--- src/rtl/pipe_stage_reg_elastic.sv ---
// Elastic two-entry pipeline stage (main + skid) with valid/ready on both sides,
// flush/freeze control, registered occupancy and a saturating stall counter.
module pipe_stage_reg_elastic #(
  parameter int DATA_W     = 32,
  parameter int CTRL_W     = 8,
  parameter bit CLEAR_DATA = 1'b1,
  parameter int CNT_W      = 16
) (
  input  logic              clk,
  input  logic              rst,
  input  logic              flush,
  input  logic              freeze,
  input  logic              in_valid,
  output logic              in_ready,
  input  logic [CTRL_W-1:0] in_ctrl,
  input  logic [DATA_W-1:0] in_data,
  output logic              out_valid,
  input  logic              out_ready,
  output logic [CTRL_W-1:0] out_ctrl,
  output logic [DATA_W-1:0] out_data,
  output logic [1:0]        occupancy,
  input  logic              stall_clr,
  output logic [CNT_W-1:0]  stall_cnt
);

  logic              main_v, skid_v;
  logic [CTRL_W-1:0] main_ctrl, skid_ctrl;
  logic [DATA_W-1:0] main_data, skid_data;
  logic [1:0]        occ_q;
  logic [CNT_W-1:0]  cnt_q;

  logic              main_v_nxt, skid_v_nxt;
  logic [CTRL_W-1:0] main_ctrl_nxt, skid_ctrl_nxt;
  logic [DATA_W-1:0] main_data_nxt, skid_data_nxt;
  logic [1:0]        occ_nxt;
  logic [CNT_W-1:0]  cnt_nxt;
  logic              accept, drain;

  // in_ready looks only at registered skid_v, so out_ready never reaches it combinationally
  assign in_ready  = ~skid_v & ~freeze & ~flush;
  assign out_valid = main_v & ~freeze & ~flush;
  assign accept    = in_valid & in_ready;
  assign drain     = out_valid & out_ready;

  assign out_ctrl  = main_ctrl;
  assign out_data  = main_data;
  assign occupancy = occ_q;
  assign stall_cnt = cnt_q;

  always_comb begin
    main_v_nxt    = main_v;
    main_ctrl_nxt = main_ctrl;
    main_data_nxt = main_data;
    skid_v_nxt    = skid_v;
    skid_ctrl_nxt = skid_ctrl;
    skid_data_nxt = skid_data;

    if (flush) begin
      main_v_nxt    = 1'b0;
      skid_v_nxt    = 1'b0;
      main_ctrl_nxt = '0;
      skid_ctrl_nxt = '0;
      if (CLEAR_DATA) begin
        main_data_nxt = '0;
        skid_data_nxt = '0;
      end
    end else if (!freeze) begin
      if (!main_v) begin
        // skid is never valid while main is empty, so only main can fill here
        if (accept) begin
          main_v_nxt    = 1'b1;
          main_ctrl_nxt = in_ctrl;
          main_data_nxt = in_data;
        end
      end else if (!skid_v) begin
        if (drain && accept) begin
          main_ctrl_nxt = in_ctrl;
          main_data_nxt = in_data;
        end else if (drain) begin
          main_v_nxt    = 1'b0;
          main_ctrl_nxt = '0;
          if (CLEAR_DATA) main_data_nxt = '0;
        end else if (accept) begin
          skid_v_nxt    = 1'b1;
          skid_ctrl_nxt = in_ctrl;
          skid_data_nxt = in_data;
        end
      end else if (drain) begin
        main_ctrl_nxt = skid_ctrl;
        main_data_nxt = skid_data;
        skid_v_nxt    = 1'b0;
        skid_ctrl_nxt = '0;
        if (CLEAR_DATA) skid_data_nxt = '0;
      end
    end

    occ_nxt = {1'b0, main_v_nxt} + {1'b0, skid_v_nxt};

    // clear beats increment; counter sticks at all-ones
    cnt_nxt = cnt_q;
    if (stall_clr)
      cnt_nxt = '0;
    else if (main_v && !out_ready && !freeze && !flush && (cnt_q != {CNT_W{1'b1}}))
      cnt_nxt = cnt_q + CNT_W'(1);
  end

  always_ff @(posedge clk or negedge rst) begin
    if (!rst) begin
      main_v    <= 1'b0;
      skid_v    <= 1'b0;
      main_ctrl <= '0;
      skid_ctrl <= '0;
      main_data <= '0;
      skid_data <= '0;
      occ_q     <= '0;
      cnt_q     <= '0;
    end else begin
      main_v    <= main_v_nxt;
      skid_v    <= skid_v_nxt;
      main_ctrl <= main_ctrl_nxt;
      skid_ctrl <= skid_ctrl_nxt;
      main_data <= main_data_nxt;
      skid_data <= skid_data_nxt;
      occ_q     <= occ_nxt;
      cnt_q     <= cnt_nxt;
    end
  end

endmodule

--- config.mk ---
export PLATFORM = sky130hd
export DESIGN_NAME = pipe_stage_reg_elastic
export DESIGN_NICKNAME = d
export VERILOG_FILES = /design/src/rtl/pipe_stage_reg_elastic.sv
export SDC_FILE = /design/constraint.sdc
export NUM_CORES = 1
export LEC_CHECK = 0
export CORE_MARGIN = 2
export CORE_UTILIZATION = 45
export DETAILED_ROUTE_END_ITERATION = 8
export PLACE_DENSITY = 0.75
export SLEW_MARGIN = 25
export SYNTH_ARGS = -nofsm -noshare
export SYNTH_HDL_FRONTEND = slang
export SYNTH_SLANG_ARGS = --single-unit
--- constraint.sdc ---
create_clock -name clk -period 2 [get_ports clk]
set_clock_uncertainty 0.05 [all_clocks]
set_input_delay 0.5 -clock clk [delete_from_list [all_inputs] [get_ports clk]]
set_output_delay 0.5 -clock clk [all_outputs]
set_load 0.02 [all_outputs]
==> impl_metrics.toml <==
[floorplan]
core_area_mm2 = 0.0102
initial_core_util = 0.457
io_pins = 107
rows = 37
die_x_um = 106
die-area_mm2 = 0.0112
die_h_um = 106

[finish]
final_common_cell = "dfrtp_1"
final_area_mm2 = 0.00711
layout-drive-gt1-share = 0.255
diodes = 0
area_growth_pct = 52.9
fin_nets = 629
filler_cell_count = 743
final_cell_mix = "99 x dfrtp_1, 85 x clkdlybuf4s50_1, 48 x nand2_1"

[yosys]
ys_seq_elements = 100
synthFlopType = "dfrtp_1"
synth-edff-count = 0
syn_area_mm2 = 0.00465
synthCells = 439
ys_types = 43
synth_warnings = 0
synth_area_per_cell_um2 = 10.6
synth_fp_nets = 488
async_flop_share = 1.00
synth.yosys.seq_area_share = 0.538

[worst_setup_path]
crit_top_cell = "buf_4"
worstPathArrival_ns = 2.38
crit_path_top_delay_cell = "dfrtp_1"
crit_chain = "buf_4, buf_4, buf_4, or3b_4, a21oi_4, nand2b_4, buf_12, clkbuf_16, o2bb2ai_2"
cpLargestDelayFamily = "buffers and inverters"
cp-start-kind = "flip-flop"
crit_path_end_kind = "flip-flop"
cpPeakStageDelay_ns = 0.39
worstSetupPathType = "flip-flop to flip-flop"
cp.required_ns = 2.24
cp.buffers_inverters = 5
crit_fanout = 5

[route]
drt_iter0_drc = 305
antenna_left = 0
avgRoutedWirePerCell_um = 19.3
dr.pass1.iters = 7
viasPerCell = 5.78
drc = 0
num_vias = 4166
routed_wl_um = 13900

[power]
powerDensity_mw_per_mm2 = 642
p_leak_nw = 3.26
vdd_ir_drop_max_mv = 0.349
finalPower_mw = 4.57

[run]
maxCapViolCount = 0

[clock_tree]
cts_buffers = 9
clock_path_buffers = 2
ctsHtreeMaxLevel = 3
cts_root_buffer = "clkbuf_8"
clkTransAtPathRegs_ns = 0.10
cts_sinks = 100
insertion_delay_ns = 0.37
cts_tree = "built"

[hold_path]
holdCritPathClass = "input pin to async pin"

[global_route]
grt_pass1_wl_um = 20600
grt_pass1_vias = 4068
grt.overflow.total = 0
grt_max_degree = 62
globalRouteTotalUtil = 0.233
antenna_found_initial = 0

[timing]
max_slew_margin = 0.598
slew_violations = 0
period_needed_ns = 2.14
rsz0062_at_grt = "true"
hold_viol_final = 0
setup_violations = 42
finalCritPeriodShare = 1.07
worst_pin_slew_ns = 0.601
fin_setup_tns_ns = -2.66
fin_ws_ns = -0.141
max_freq_ghz = 0.467

[status]
violations = "setup timing"
status = "complete, but fails checks"

[placed_design]
place_hpwl_um = 7710
placed_area_mm2 = 0.00608
gp_congestion = 0.877
io_buffers = 106
==> state kept, by name (all words and copies together) (netlist names) <==
| register | count |
|---|---|
| out_data | 32 |
| skid_data | 32 |
| stall_cnt | 16 |
| out_ctrl | 8 |
| skid_ctrl | 8 |
| occupancy | 2 |
| main_v | 1 |
| skid_v | 1 |
==> what timing repair did <==
action	CTS	global route
endpoints found under the setup margin	65	37
gates resized for setup	30	88
cloned	4	5
endpoints found under the hold margin	3	0
pin swaps	7	18
hold buffers	1	0
buffers inserted	8	5
==> Yosys cell counts, types with 2 or more instances <==
cell / count / area, um^2
nor4_1: 2 / 12.5
mux2i_1: 40 / 400
or3_2: 3 / 22.5
clkbuf_1: 24 / 90.1
nand2_1: 48 / 180
nand4_1: 7 / 43.8
o21ai_0: 7 / 35.0
buf_6: 2 / 22.5
buf_1: 2 / 7.51
a211oi_1: 2 / 15.0
o2bb2ai_1: 39 / 342
nand2b_1: 4 / 25.0
a22oi_1: 40 / 300
buf_2: 2 / 10.0
or3_1: 8 / 50.1
nor2b_1: 2 / 12.5
o21a_1: 2 / 15.0
ha_1: 2 / 25.0
dfrtp_1: 100 / 2500
a21oi_1: 15 / 75.1
nor3_1: 7 / 35.0
mux2_2: 2 / 22.5
nand3_1: 4 / 20.0
o31ai_1: 4 / 30.0
nor2_1: 9 / 33.8
inv_1: 43 / 161
and2_1: 2 / 12.5
or4_4: 2 / 22.5
==> worst paths after layout <==
path | startpoint | end | slack [ns] | cells past startpoint
worst min register to register | out_data[8]$_DFFE_PN0P_ | out_data[8]$_DFFE_PN0P_ | 0.45 | 1
worst max register to register | main_v$_DFF_PN0_ | out_ctrl[3]$_DFFE_PN0P_ | -0.14 | 9
worst min-delay path | rst | main_v$_DFF_PN0_ | 0.42 | 2
max in group asynchronous | rst | skid_ctrl[1]$_DFFE_PN0P_ | 0.84 | 3
min in group clk | out_data[8]$_DFFE_PN0P_ | out_data[8]$_DFFE_PN0P_ | 0.45 | 1
worst max-delay path | main_v$_DFF_PN0_ | out_ctrl[3]$_DFFE_PN0P_ | -0.14 | 9
==> per-layer routing <==
metal / part of all wire / wire length [um] / track usage
met5: 0 / 0 / 0
met4: 0.016 / 225 / 0.0648
met3: 0.066 / 917 / 0.0383
met2: 0.49 / 6820 / 0.368
met1: 0.43 / 5950 / 0.334
==> through the flow <==
stage | setup slack, ns | instances | hold slack, ns | util
floorplan | -0.296 | 439 | 0.154 | -
global placement | -0.624 | 682 | 0.260 | 0.597
detailed placement | -0.645 | 682 | 0.260 | 0.597
CTS | -0.154 | 711 | 0.418 | 0.639
global route | -0.201 | 721 | 0.416 | 0.698
finish | -0.141 | 721 | 0.418 | 0.698
==> cells by family after synthesis <==
logic type	after synthesis	synth area share
AO/OA/AOI/OAI	114	0.184
adder cells (fa/ha/maj)	2	0.00538
buffers and inverters	75	0.0657
flip-flops	100	0.538
multiplexers	42	0.0910
AND/OR/NAND/NOR	106	0.116
==> layout make-up <==
cell class | instances | area (um^2) | area share
clock buffers | 11 | 141 | 0.0199
clock inverters | 5 | 82.6 | 0.0116
inverters | 43 | 161 | 0.0227
multi-input cells | 268 | 2400 | 0.338
flip-flops and latches | 100 | 2500 | 0.352
well taps | 136 | 170 | 0.0239
repair buffers | 158 | 1650 | 0.232
==> worst register-to-register path, stage by stage, from the launching register on <==
cell and delay (ns):
dfrtp_1 0.39, buf_4 0.14, buf_4 0.12, buf_4 0.14
or3b_4 0.39, a21oi_4 0.23, nand2b_4 0.12, buf_12 0.17
clkbuf_16 0.17, o2bb2ai_2 0.15
==> where the power goes <==
part           switching [mW]  total, mW  internal (mW)
combinational           0.453      0.867          0.413
clock                   0.721       1.47          0.745
sequential             0.0897       2.24           2.15
(Power assumes the default switching activity.)
